File: config.mk
export PLATFORM = sky130hd
export DESIGN_NAME = fetch_sequencer
export DESIGN_NICKNAME = d
export VERILOG_FILES = /design/src/rtl/fetch_pkg.sv /design/src/rtl/fetch_watchdog.sv /design/src/rtl/fetch_sequencer.sv
export SDC_FILE = /design/constraint.sdc
export NUM_CORES = 1
export LEC_CHECK = 0
export ABC_CLOCK_PERIOD_IN_PS = 2100
export BUFFER_PORTS_ARGS = -buffer_cell sky130_fd_sc_hd__buf_2
export CAP_MARGIN = 30
export CORE_MARGIN = 2
export CORE_UTILIZATION = 30
export DETAILED_ROUTE_END_ITERATION = 8
export PLACE_DENSITY_LB_ADDON = 0.1
export SYNTH_ARGS = -nofsm -noshare
export SYNTH_HDL_FRONTEND = slang
export SYNTH_SLANG_ARGS = --single-unit
File: constraint.sdc
create_clock -name Clk_Core -period 2.1 [get_ports Clk_Core]
set_input_delay 0.42 -clock Clk_Core [delete_from_list [all_inputs] [get_ports Clk_Core]]
set_output_delay 0.42 -clock Clk_Core [all_outputs]
set_load 0.01 [all_outputs]
File: src/rtl/fetch_pkg.sv
// Shared types and constants for the fetch sequencer: FSM state encoding,
// PC select codes and the instruction-alignment helper.
package fetch_pkg;

  typedef enum logic [1:0] {
    ST_IDLE   = 2'b00,
    ST_FETCH  = 2'b01,
    ST_HOLD   = 2'b10,
    ST_HALTED = 2'b11
  } fetch_state_e;

  localparam logic PC_SEL_INC  = 1'b0;
  localparam logic PC_SEL_LOAD = 1'b1;

  localparam logic [31:0] ALIGN_MASK = 32'h0000_0003;

  function automatic logic is_misaligned(input logic [31:0] addr);
    return |(addr & ALIGN_MASK);
  endfunction

endpackage

File: src/rtl/fetch_watchdog.sv
// Counts consecutive stalled fetch cycles and flags the cycle in which the
// stall reaches TIMEOUT_CYCLES. TIMEOUT_CYCLES=0 disables the watchdog.
module fetch_watchdog #(
  parameter int unsigned TIMEOUT_CYCLES = 255,
  parameter int unsigned TO_W           = 8
) (
  input  logic clk_i,
  input  logic rst_n_i,
  input  logic enable_i,
  input  logic clear_i,
  output logic expired_o
);

  localparam logic [TO_W-1:0] LAST_COUNT = TO_W'(TIMEOUT_CYCLES - 1);

  logic [TO_W-1:0] count_q, count_d;

  always_comb begin
    count_d = count_q;
    if (clear_i) begin
      count_d = '0;
    end else if (enable_i && (count_q != '1)) begin
      count_d = count_q + 1'b1;
    end
  end

  // NOTE: sequential state is updated only with non-blocking assignments so every
  // flop samples the pre-edge value of its neighbours.
  always_ff @(posedge clk_i) begin
    if (!rst_n_i) count_q <= '0;
    else          count_q <= count_d;
  end

  // The current stalled cycle is counted as well, so expiry fires on stall number TIMEOUT_CYCLES.
  assign expired_o = (TIMEOUT_CYCLES != 0) && enable_i && (count_q == LAST_COUNT);

endmodule

File: src/rtl/fetch_sequencer.sv
// Fetch control for the single-cycle core: steers program_counter, runs the imem
// req/ack handshake and buffers one instruction for decode.
module fetch_sequencer
  import fetch_pkg::*;
#(
  parameter int unsigned TIMEOUT_CYCLES = 255,
  parameter int unsigned TO_W           = 8
) (
  input  logic        Clk_Core,
  input  logic        Rst_Core_N,
  input  logic [31:0] Program_Count,
  output logic        PC_Sel,
  output logic [31:0] Program_Count_Imm,
  output logic        Imem_Req,
  output logic [31:0] Imem_Addr,
  input  logic        Imem_Ack,
  input  logic [31:0] Imem_Rdata,
  output logic        Instr_Valid,
  output logic [31:0] Instr,
  output logic [31:0] Instr_PC,
  input  logic        Instr_Ready,
  input  logic        Redirect_Valid,
  input  logic [31:0] Redirect_Target,
  input  logic        Halt,
  output logic        Halted,
  output logic        Fault
);

  fetch_state_e state_q, state_d;
  logic         redir_pend_q, redir_pend_d;
  logic [31:0]  redir_tgt_q, redir_tgt_d;
  logic         halt_pend_q, halt_pend_d;
  logic [31:0]  instr_q, instr_d;
  logic [31:0]  instr_pc_q, instr_pc_d;
  logic         fault_q, fault_d;
  logic         wd_enable, wd_expired, redir_bad;

  assign wd_enable = (state_q == ST_FETCH) && !Imem_Ack;

  fetch_watchdog #(
    .TIMEOUT_CYCLES(TIMEOUT_CYCLES),
    .TO_W          (TO_W)
  ) u_watchdog (
    .clk_i    (Clk_Core),
    .rst_n_i  (Rst_Core_N),
    .enable_i (wd_enable),
    .clear_i  (!wd_enable),
    .expired_o(wd_expired)
  );

  assign redir_bad = Redirect_Valid && is_misaligned(Redirect_Target);

  // NOTE: every signal driven here gets a default first, so no path can infer a latch.
  always_comb begin
    state_d           = state_q;
    redir_pend_d      = redir_pend_q;
    redir_tgt_d       = redir_tgt_q;
    halt_pend_d       = halt_pend_q;
    instr_d           = instr_q;
    instr_pc_d        = instr_pc_q;
    fault_d           = fault_q;
    PC_Sel            = PC_SEL_LOAD;
    Program_Count_Imm = Program_Count;

    unique case (state_q)
      ST_IDLE: state_d = Halt ? ST_HALTED : ST_FETCH;

      ST_FETCH: begin
        if (Halt) halt_pend_d = 1'b1;
        if (redir_bad) begin
          fault_d      = 1'b1;
          redir_pend_d = 1'b0;
          state_d      = ST_HALTED;
        end else if (Imem_Ack) begin
          if (Redirect_Valid || redir_pend_q) begin
            // A redirect seen during this fetch makes the returned word stale; restart at the newest target.
            Program_Count_Imm = Redirect_Valid ? Redirect_Target : redir_tgt_q;
            redir_pend_d      = 1'b0;
          end else begin
            instr_d    = Imem_Rdata;
            instr_pc_d = Program_Count;
            state_d    = ST_HOLD;
          end
        end else if (wd_expired) begin
          fault_d = 1'b1;
          state_d = ST_HALTED;
        end else if (Redirect_Valid) begin
          redir_pend_d = 1'b1;
          redir_tgt_d  = Redirect_Target;
        end
      end

      ST_HOLD: begin
        if (Halt) halt_pend_d = 1'b1;
        if (redir_bad) begin
          fault_d = 1'b1;
          state_d = ST_HALTED;
        end else if (Redirect_Valid) begin
          Program_Count_Imm = Redirect_Target;
          state_d           = ST_FETCH;
        end else if (Instr_Ready) begin
          PC_Sel  = PC_SEL_INC;
          state_d = (Halt || halt_pend_q) ? ST_HALTED : ST_FETCH;
        end
      end

      ST_HALTED: ;

      default: state_d = ST_IDLE;
    endcase
  end

  always_ff @(posedge Clk_Core) begin
    if (!Rst_Core_N) begin
      state_q      <= ST_IDLE;
      redir_pend_q <= 1'b0;
      redir_tgt_q  <= '0;
      halt_pend_q  <= 1'b0;
      instr_q      <= '0;
      instr_pc_q   <= '0;
      fault_q      <= 1'b0;
    end else begin
      state_q      <= state_d;
      redir_pend_q <= redir_pend_d;
      redir_tgt_q  <= redir_tgt_d;
      halt_pend_q  <= halt_pend_d;
      instr_q      <= instr_d;
      instr_pc_q   <= instr_pc_d;
      fault_q      <= fault_d;
    end
  end

  assign Imem_Req    = (state_q == ST_FETCH);
  assign Imem_Addr   = Program_Count;
  assign Instr_Valid = (state_q == ST_HOLD);
  assign Instr       = instr_q;
  assign Instr_PC    = instr_pc_q;
  assign Halted      = (state_q == ST_HALTED);
  assign Fault       = fault_q;

endmodule

==> results.yml, run 1 <==
outcome:
  status: "finished, violations left"
  violations: "negative setup slack"
setup_path:
  path_class: "reg -> out"
  cp.arrival_ns: 1.98
  end_kind: "output pin"
  critPathRequiredTime_ns: 1.68
  r2r_start: "state_q[1]"
  path_max_fanout: 8
  worst-r2r-cell-count: 7
  start_kind: "flop"
  startpoint: "redir_pend_q"
floorplan:
  fp.coreArea_sq_um: 17200
  fp.dieH_microns: 136
  initial_core_util_pct: 30.6
  die_x_microns: 136
  io_pins: 235
  die_area_sq_um: 18600
  num_rows: 48
synth:
  yosysSeqAreaShare_pct: 41.6
  syn_inst: 619
  netlist_area_sq_um: 5250
  synth.avg_cell_area_sq_um: 8.48
  yosysMostFrequentCell: "nand2_1"
  yosysWarningCount: 0
  syn-num-nets: 726
  synth_ff_type: "dfxtp_1"
  synthTopCellsByCount: "177 x nand2_1, 109 x dfxtp_1, 86 x a21boi_0"
  yosys_register_bits: 109
  synth_area_leaders: "dfxtp_1 42%, nand2_1 13%, a21boi_0 12%"
  synth-edff-count: 0
  synth_top_area_cell: "dfxtp_1"
  synth-async-reset-ratio_pct: 0
  netlist-cell-type-count: 50
  synth_top_area_share_pct: 41.6
cells_and_area:
  final_cell_count_no_fill: 1059
  area_delta_synth_final_pct: 37.5
  nNetsFinal: 936
  drive_above_1_share_pct: 40.3
  diodes: 0
placement:
  dp_slack_ns: -0.406
  dp.cells: 1037
  io_buffers: 234
  dp_hpwl_microns: 12300
  gp_congestion: 0.800
drt:
  postRouteWirelength_microns: 17500
  wl_met2_microns: 8310
  first_iter_violations: 254
  routed.top_layer: "met4"
  met1_length_microns: 7660
  drc: 0
  wl_per_cell_microns: 16.6
  dr.pass1.iters: 4
  via_per_inst: 4.88
  vias: 5170
  ant_nets: 0
  wl_met3_microns: 1250
cts:
  clockBufferDepth: 2
  cts_num_sinks: 109
  cts-buffers-inserted: 9
  cts.htree.levels: 3
  cts_tree: "yes"
  clk_latency_ns: 0.35
  clk_pin_slew_worst_paths_ns: 0.08
  cts-root-buf: "clkbuf_16"
power:
  ir_drop_mv: 0.384
  p_leak_nw: 3.05
  power.density_nw_per_um2: 942
sta:
  final_max_slew_viol_count: 0
  setup_violations: 32
  timing.final.crit_share_pct: 115
  whs_ns: 0.312
  tightest_slew_ns: 0.612
  timing.final.ws_setup_ns: -0.305
  hold_violations: 0
  fmax_mhz: 416
  grt_setup_unrepaired: "yes"
  period_minus_slack_ns: 2.40
  final.setup.tns_ns: -8.01
  relSlewSlack_pct: 58.2
  finClkSkew_ns: 0.00740
min_path:
  hold_depth: 3
  min_path_type: "in -> reg"
  hp-start: "Imem_Rdata[15]"
global_route:
  grt_usage_pct: 18.5
  first_global_vias: 4941
  grt_max_degree: 77
  antenna_found_initial: 0
  grt_pass1_wl_microns: 26600
  grt.overflow.total: 0
run:
  cap_violations: 0
-- logic make-up after synthesis --
group	Yosys count	share of synthesized area [%]
and+or+nand+nor	232	19.5
AOI/OAI and AO/OA	167	24.2
DFF	109	41.6
buffers and inverters	80	8.32
muxes	22	4.55
adders and majority gates	5	1.19
xor gates and xnor gates	4	0.668
-- cells in the final DEF, fill, tap and decap left out, types with 4 or more instances in the layout --
cell type,synthesis,final
mux2_2,11,11
nand3_1,4,4
o2bb2ai_2,0,7
a21oi_1,6,6
buf_6,2,7
buf_4,32,25
buf_12,0,7
dfxtp_1,109,107
buf_2,1,231
a221o_1,10,10
o2bb2ai_1,21,14
mux2i_1,10,10
and2_4,0,7
and3_1,5,4
nor2b_1,11,11
nand2_1,177,176
nor2_1,8,7
clkbuf_16,0,9
a21boi_0,86,86
o22ai_1,21,21
-- layout make-up --
class,instances,area [sq um]
flip-flops and latches,109,2190
multi-input cells,432,2800
repair buffers,272,1590
fillers,1776,9960
well taps,225,282
clock buffers,9,225
clock inverters,7,98.8
inverters,5,21.3
-- path summary, 6_finish.rpt --
check,endpoint,slack (ns)
max reg2reg,state_q[1],0.12
min,Instr[15],0.31
max,Program_Count_Imm[7],-0.30
min reg2reg,Instr_PC[3],0.46
-- power breakdown --
group          leakage (nW)  switching (W)  internal (W)
Combinational          2.01        0.00137       0.00122
Clock                 0.156       0.000806       0.00105
Sequential            0.883       0.000107       0.00224
Total                  3.05        0.00228       0.00451
-- per-stage QoR --
stage	util (%)	total power, W	cell area, sq um
after CTS	41.6	0.00679	7150
final	42.0	0.00679	7210
after floorplan	-	0.00364	5260
after global routing	42.0	0.00716	7210
after global placement	38.7	0.00457	6640
after detailed placement	38.7	0.00461	6640
-- flip-flops by register name, summed over array words and instances, names as in the netlist --
register / cells
u_watchdog.count_q: 8
Instr_PC: 32
redir_pend_q: 1
state_q: 2
halt_pend_q: 1
Instr: 32
Fault: 1
redir_tgt_q: 32
-- per-layer routing --
metal | GRT usage, % | vias up
met2 | 31.0 | 167
met5 | 0 | -
met4 | 6.66 | 0
li1 | - | 2543
met1 | 23.1 | 2441
met3 | 4.51 | 19
-- critical path, cell delays in order, from the launching register on --
cell	delay, ns
dfxtp_1	0.39
o211ai_1	0.21
a221o_4	0.55
a221o_1	0.34
buf_2	0.14
-- repair_timing --
item	in CTS	in global routing
gates resized for setup	35	16
buffers inserted	2	0
hold buffers	0	0
setup endpoints to repair	32	32
pin swaps	10	9
gates cloned	3	1
(Power assumes the default switching activity.)
==> inputs of run 2 (changes only) <==
--- a/config.mk
+++ b/config.mk
@@ -7,3 +7,3 @@
 export LEC_CHECK = 0
-export ABC_CLOCK_PERIOD_IN_PS = 2100
+export ABC_CLOCK_PERIOD_IN_PS = 2600
 export BUFFER_PORTS_ARGS = -buffer_cell sky130_fd_sc_hd__buf_2
==> constraint.sdc (replaced) <==
create_clock -name Clk_Core -period 2.6 [get_ports Clk_Core]
set_input_delay 0.26 -clock Clk_Core [delete_from_list [all_inputs] [get_ports Clk_Core]]
set_output_delay 0.26 -clock Clk_Core [all_outputs]
set_load 0.01 [all_outputs]
==> run 2 against run 1 <==
  * The flow now finishes without violations
  * Worst hold slack lost 0.17 ns
  * Critical path depth grew 2
  * Power shrank 28%
  * Clock power shrank 28%
==> results.yml, run 2 (synthesis gave the netlist of run 1 again) <==
outcome:
  status: "finished, final reports clean"
drt:
  first_iter_violations: 210
  ant_nets: 0
  drc: 0
  dr.pass1.iters: 4
  via_per_inst: 4.84
  vias: 5002
  postRouteWirelength_microns: 16400
  wl_per_cell_microns: 15.9
sta:
  finClkSkew_ns: 0.0115
  final.setup.tns_ns: 0
  fmax_mhz: 409
  final_max_slew_viol_count: 0
  grt_setup_unrepaired: "no"
  timing.final.ws_setup_ns: 0.154
  period_minus_slack_ns: 2.45
  setup_violations: 0
  relSlewSlack_pct: 59.4
  hold_violations: 0
  timing.final.crit_share_pct: 94.1
  tightest_slew_ns: 0.608
cells_and_area:
  nNetsFinal: 911
  drive_above_1_share_pct: 35.6
  regArea_sq_um: 2180
  nFillCells: 1832
  final_cell_mix: "234 x buf_2, 177 x nand2_1, 109 x dfxtp_1"
  layout_commonest_cell: "buf_2"
  area_delta_synth_final_pct: 28.4
  multi_input_area_sq_um: 2660
  diodes: 0
setup_path:
  cp.arrival_ns: 2.19
  path_max_fanout: 6
  path_class: "reg -> out"
  r2r_start: "state_q[1]"
  worst-r2r-cell-count: 6
  worst_r2r_endpoint: "state_q[1]"
  critPathRequiredTime_ns: 2.34
  end_kind: "output pin"
  rrSetupSlack_ns: 0.60
  start_kind: "flop"
cts:
  clk_latency_ns: 0.35
  cts.htree.levels: 3
  holdBufCountCts: 0
  cts-buffers-inserted: 9
  cts_num_sinks: 109
  cts-root-buf: "clkbuf_16"
  clk_pin_slew_worst_paths_ns: 0.08
  clockBufferDepth: 2
  cts_tree: "yes"
floorplan:
  num_rows: 48
  io_pins: 235
  die_x_microns: 136
  initial_core_util_pct: 30.6
  fp.coreArea_sq_um: 17200
  die_area_sq_um: 18600
  fp.dieH_microns: 136
placement:
  gp_congestion: 0.851
  dp_hpwl_microns: 11700
  io_buffers: 234
  dp_slack_ns: 0.205
min_path:
  hp-start: "Imem_Rdata[6]"
  min_path_type: "in -> reg"
  hold_depth: 3
  min_to: "Instr[6]"
global_route:
  grt_usage_pct: 17.3
  grt_pass1_wl_microns: 25200
  grt_max_degree: 72
  grt.overflow.total: 0
  antenna_found_initial: 1
  first_global_vias: 4845
power:
  ir_drop_mv: 0.395
  p_leak_nw: 2.83
  power.density_nw_per_um2: 727
run:
  cap_violations: 0
run 2: cell type report:
| cell class | instances | share of cell area, % |
|---|---|---|
| multi-input combinational | 430 | 39.5 |
| sequential | 109 | 32.4 |
| inverter | 5 | 0.279 |
| clock buffer | 10 | 3.55 |
| timing repair buffer | 249 | 19.5 |
| clock inverter | 5 | 0.632 |
| tap | 225 | 4.18 |
run 2: what timing repair did:
item                                    CTS  global route
buffers inserted                          0             2
gates resized for setup                   2             3
endpoints found under the hold margin     0             0
endpoints found under the setup margin   21            21
run 2: stage by stage:
step	hold WS (ns)	cell area (sq um)	instances	util, %	total power, W
floorplan	0.405	5250	619	-	0.00293
global placement	0.447	6420	1016	37.4	0.00355
detailed placement	0.452	6420	1016	37.4	0.00358
CTS	0.132	6710	1031	39.1	0.00494
global route	0.143	6740	1033	39.2	0.00520
finish	0.146	6740	1033	39.2	0.00489
run 2: worst max-delay path by stage:
stage                                  endpoint            from  slack, ns  cells after the start
after floorplan                      state_q[1]      state_q[1]       0.54                      7
final                     Program_Count_Imm[30]      state_q[0]       0.15                      6
after CTS                 Program_Count_Imm[29]      state_q[0]       0.03                      6
after global routing      Program_Count_Imm[30]      state_q[0]       0.02                      7
after global placement    Program_Count_Imm[31]  Redirect_Valid       0.30                      6
after detailed placement  Program_Count_Imm[29]      state_q[1]       0.20                      7
run 2: per-layer routing:
metal,GRT usage [%],vias up,wire length (microns)
met5,0,-,13
met1,21.6,2351,7140
met3,5.74,16,1210
met2,28.8,157,7840
met4,4.57,2,231
li1,-,2476,-
run 2: critical path, stage by stage (launching register included):
cell	delay (ns)
dfxtp_1	0.39
inv_1	0.06
ha_1	0.38
a221o_2	0.35
buf_4	0.17
a221o_1	0.35
buf_2	0.14
run 2: power breakdown:
part	total [W]	leakage, nW	internal (W)	switching [W]
combinational	0.00169	1.82	0.000735	0.000952
clock	0.00133	0.136	0.000684	0.000642
sequential	0.00188	0.882	0.00180	0.0000788
==> inputs of run 3 (changes only) <==
Settings changed: CORE_UTILIZATION 30 to 48, CTS_CLUSTER_DIAMETER from default to 80.
==> run 3 against run 2 <==
  * Core utilization rose by 22 points
  * Clock power down 13%
  * Final cell count is 8.1% lower
  * Non-clock buffer count is the same
  * Setup slack got worse by 0.054 ns
  * Maximum frequency is 2.1% lower
  * Die area is 37% lower
  * Design area fell by 2.8%
  * Clock skew is 0.0018 ns lower
  * Sequential power about the same
  * Sequential cell count unchanged
  * Highest routed layer is now met4
==> results.yml, run 3 (synthesis gave the netlist of run 1 again) <==
min_path:
  min_path_type: "in -> reg"
  hp-start: "Imem_Rdata[19]"
floorplan:
  die_x_microns: 109
  initial_core_util_pct: 48.8
  num_rows: 38
  die_area_sq_um: 11800
  io_pins: 235
  fp.coreArea_sq_um: 10700
  fp.dieH_microns: 109
cells_and_area:
  drive_above_1_share_pct: 35.5
  final_util_pct: 60.9
  multi_input_area_sq_um: 2660
  layout_commonest_cell: "buf_2"
  nNetsFinal: 911
  area_delta_synth_final_pct: 24.8
  regArea_sq_um: 2180
  nFillCells: 1010
  final_cell_count_no_fill: 949
  final_cell_mix: "234 x buf_2, 177 x nand2_1, 109 x dfxtp_1"
  diodes: 0
placement:
  dp.cells: 933
  io_buffers: 234
  dp_hpwl_microns: 10700
  gp_congestion: 0.836
  dp_slack_ns: 0.256
drt:
  drc: 0
  via_per_inst: 5.26
  vias: 4989
  dr.pass1.iters: 4
  postRouteWirelength_microns: 14500
  ant_nets: 0
  first_iter_violations: 194
  wl_per_cell_microns: 15.3
cts:
  cts-buffers-inserted: 9
  cts.htree.levels: 3
  clk_latency_ns: 0.37
  clockBufferDepth: 2
  cts_tree: "yes"
  clk_pin_slew_worst_paths_ns: 0.10
  cts-root-buf: "clkbuf_8"
  cts_setup_buffers: 0
  cts_num_sinks: 109
sta:
  timing.final.crit_share_pct: 96.2
  fmax_mhz: 400
  final_max_slew_viol_count: 0
  setup_violations: 0
  timing.final.ws_setup_ns: 0.0998
  relSlewSlack_pct: 57.2
  period_minus_slack_ns: 2.50
  finClkSkew_ns: 0.00975
  tightest_slew_ns: 0.642
  hold_violations: 0
setup_path:
  path_max_fanout: 18
  startpoint: "state_q[0]"
  end_kind: "output pin"
  start_kind: "flop"
  r2r_start: "state_q[0]"
  critPathRequiredTime_ns: 2.34
  cp.arrival_ns: 2.24
  path_class: "reg -> out"
global_route:
  first_global_vias: 4670
  grt_max_degree: 46
  antenna_found_initial: 0
  grt_usage_pct: 24.3
  grt.overflow.total: 0
  grt_pass1_wl_microns: 22500
power:
  clkPwrFrac_pct: 24.9
  p_leak_nw: 2.80
  power.density_nw_per_um2: 710
  seqPwrFrac_pct: 40.5
  p_int_w: 0.00311
  power.switching_w: 0.00154
  swShare_pct: 33.1
  comb_power_share_pct: 34.7
  ir_drop_mv: 0.347
run:
  cap_violations: 0
outcome:
  status: "finished, final reports clean"
==> run 3: per-layer routing <==
layer | global-route usage [%] | wire length [microns]
met5 | 0 | 0
met4 | 9.07 | 233
met3 | 4.52 | 982
met1 | 29.5 | 5960
met2 | 42.6 | 7350
==> run 3: area by class of cell <==
class | count | share of cell area [%]
multi-input cells | 430 | 40.7
flip-flops and latches | 109 | 33.3
repair buffers | 249 | 19.6
well taps | 140 | 2.67
clock buffers | 13 | 2.43
clock inverters | 3 | 1.03
inverters | 5 | 0.287
==> run 3: critical path, cell delays in order (launching register included) <==
cell       delay, ns
dfxtp_1         0.40
inv_1           0.07
ha_1            0.38
a221o_4         0.47
buf_4           0.24
o2bb2ai_1       0.14
buf_2           0.16
==> run 3: worst paths after layout <==
| path | end | slack (ns) | cells past startpoint |
|---|---|---|---|
| setup / recovery | Program_Count_Imm[19] | 0.1 | 6 |
| hold / removal | Instr[19] | 0.13 | 3 |
| setup reg to reg | redir_tgt_q[11] | 0.48 | 6 |
| hold reg to reg | Instr_PC[1] | 0.46 | 2 |
==> run 3: power by group through the flow <==
stage                     combinational [W]  sequential [W]  clock, W
after floorplan                    0.000978         0.00195         0
after global placement              0.00156         0.00191         0
after detailed placement            0.00159         0.00192         0
after CTS                           0.00160         0.00188   0.00119
after global routing                0.00176         0.00190   0.00126
final                               0.00161         0.00188   0.00116
==> run 3: timing repair <==
action | CTS | global route
hold buffers | 0 | 0
setup endpoints to repair | 30 | 25
gates resized for setup | 2 | 2
==> run 3: per-stage QoR <==
| step | TNS (ns) | total power, W | hold slack (ns) | cell area (sq um) |
|---|---|---|---|---|
| floorplan | 0 | 0.00293 | 0.405 | 5250 |
| global placement | 0 | 0.00348 | 0.446 | 6310 |
| detailed placement | 0 | 0.00351 | 0.453 | 6310 |
| CTS | 0 | 0.00467 | 0.114 | 6540 |
| global route | -0.0596 | 0.00492 | 0.117 | 6550 |
| finish | 0 | 0.00465 | 0.132 | 6550 |
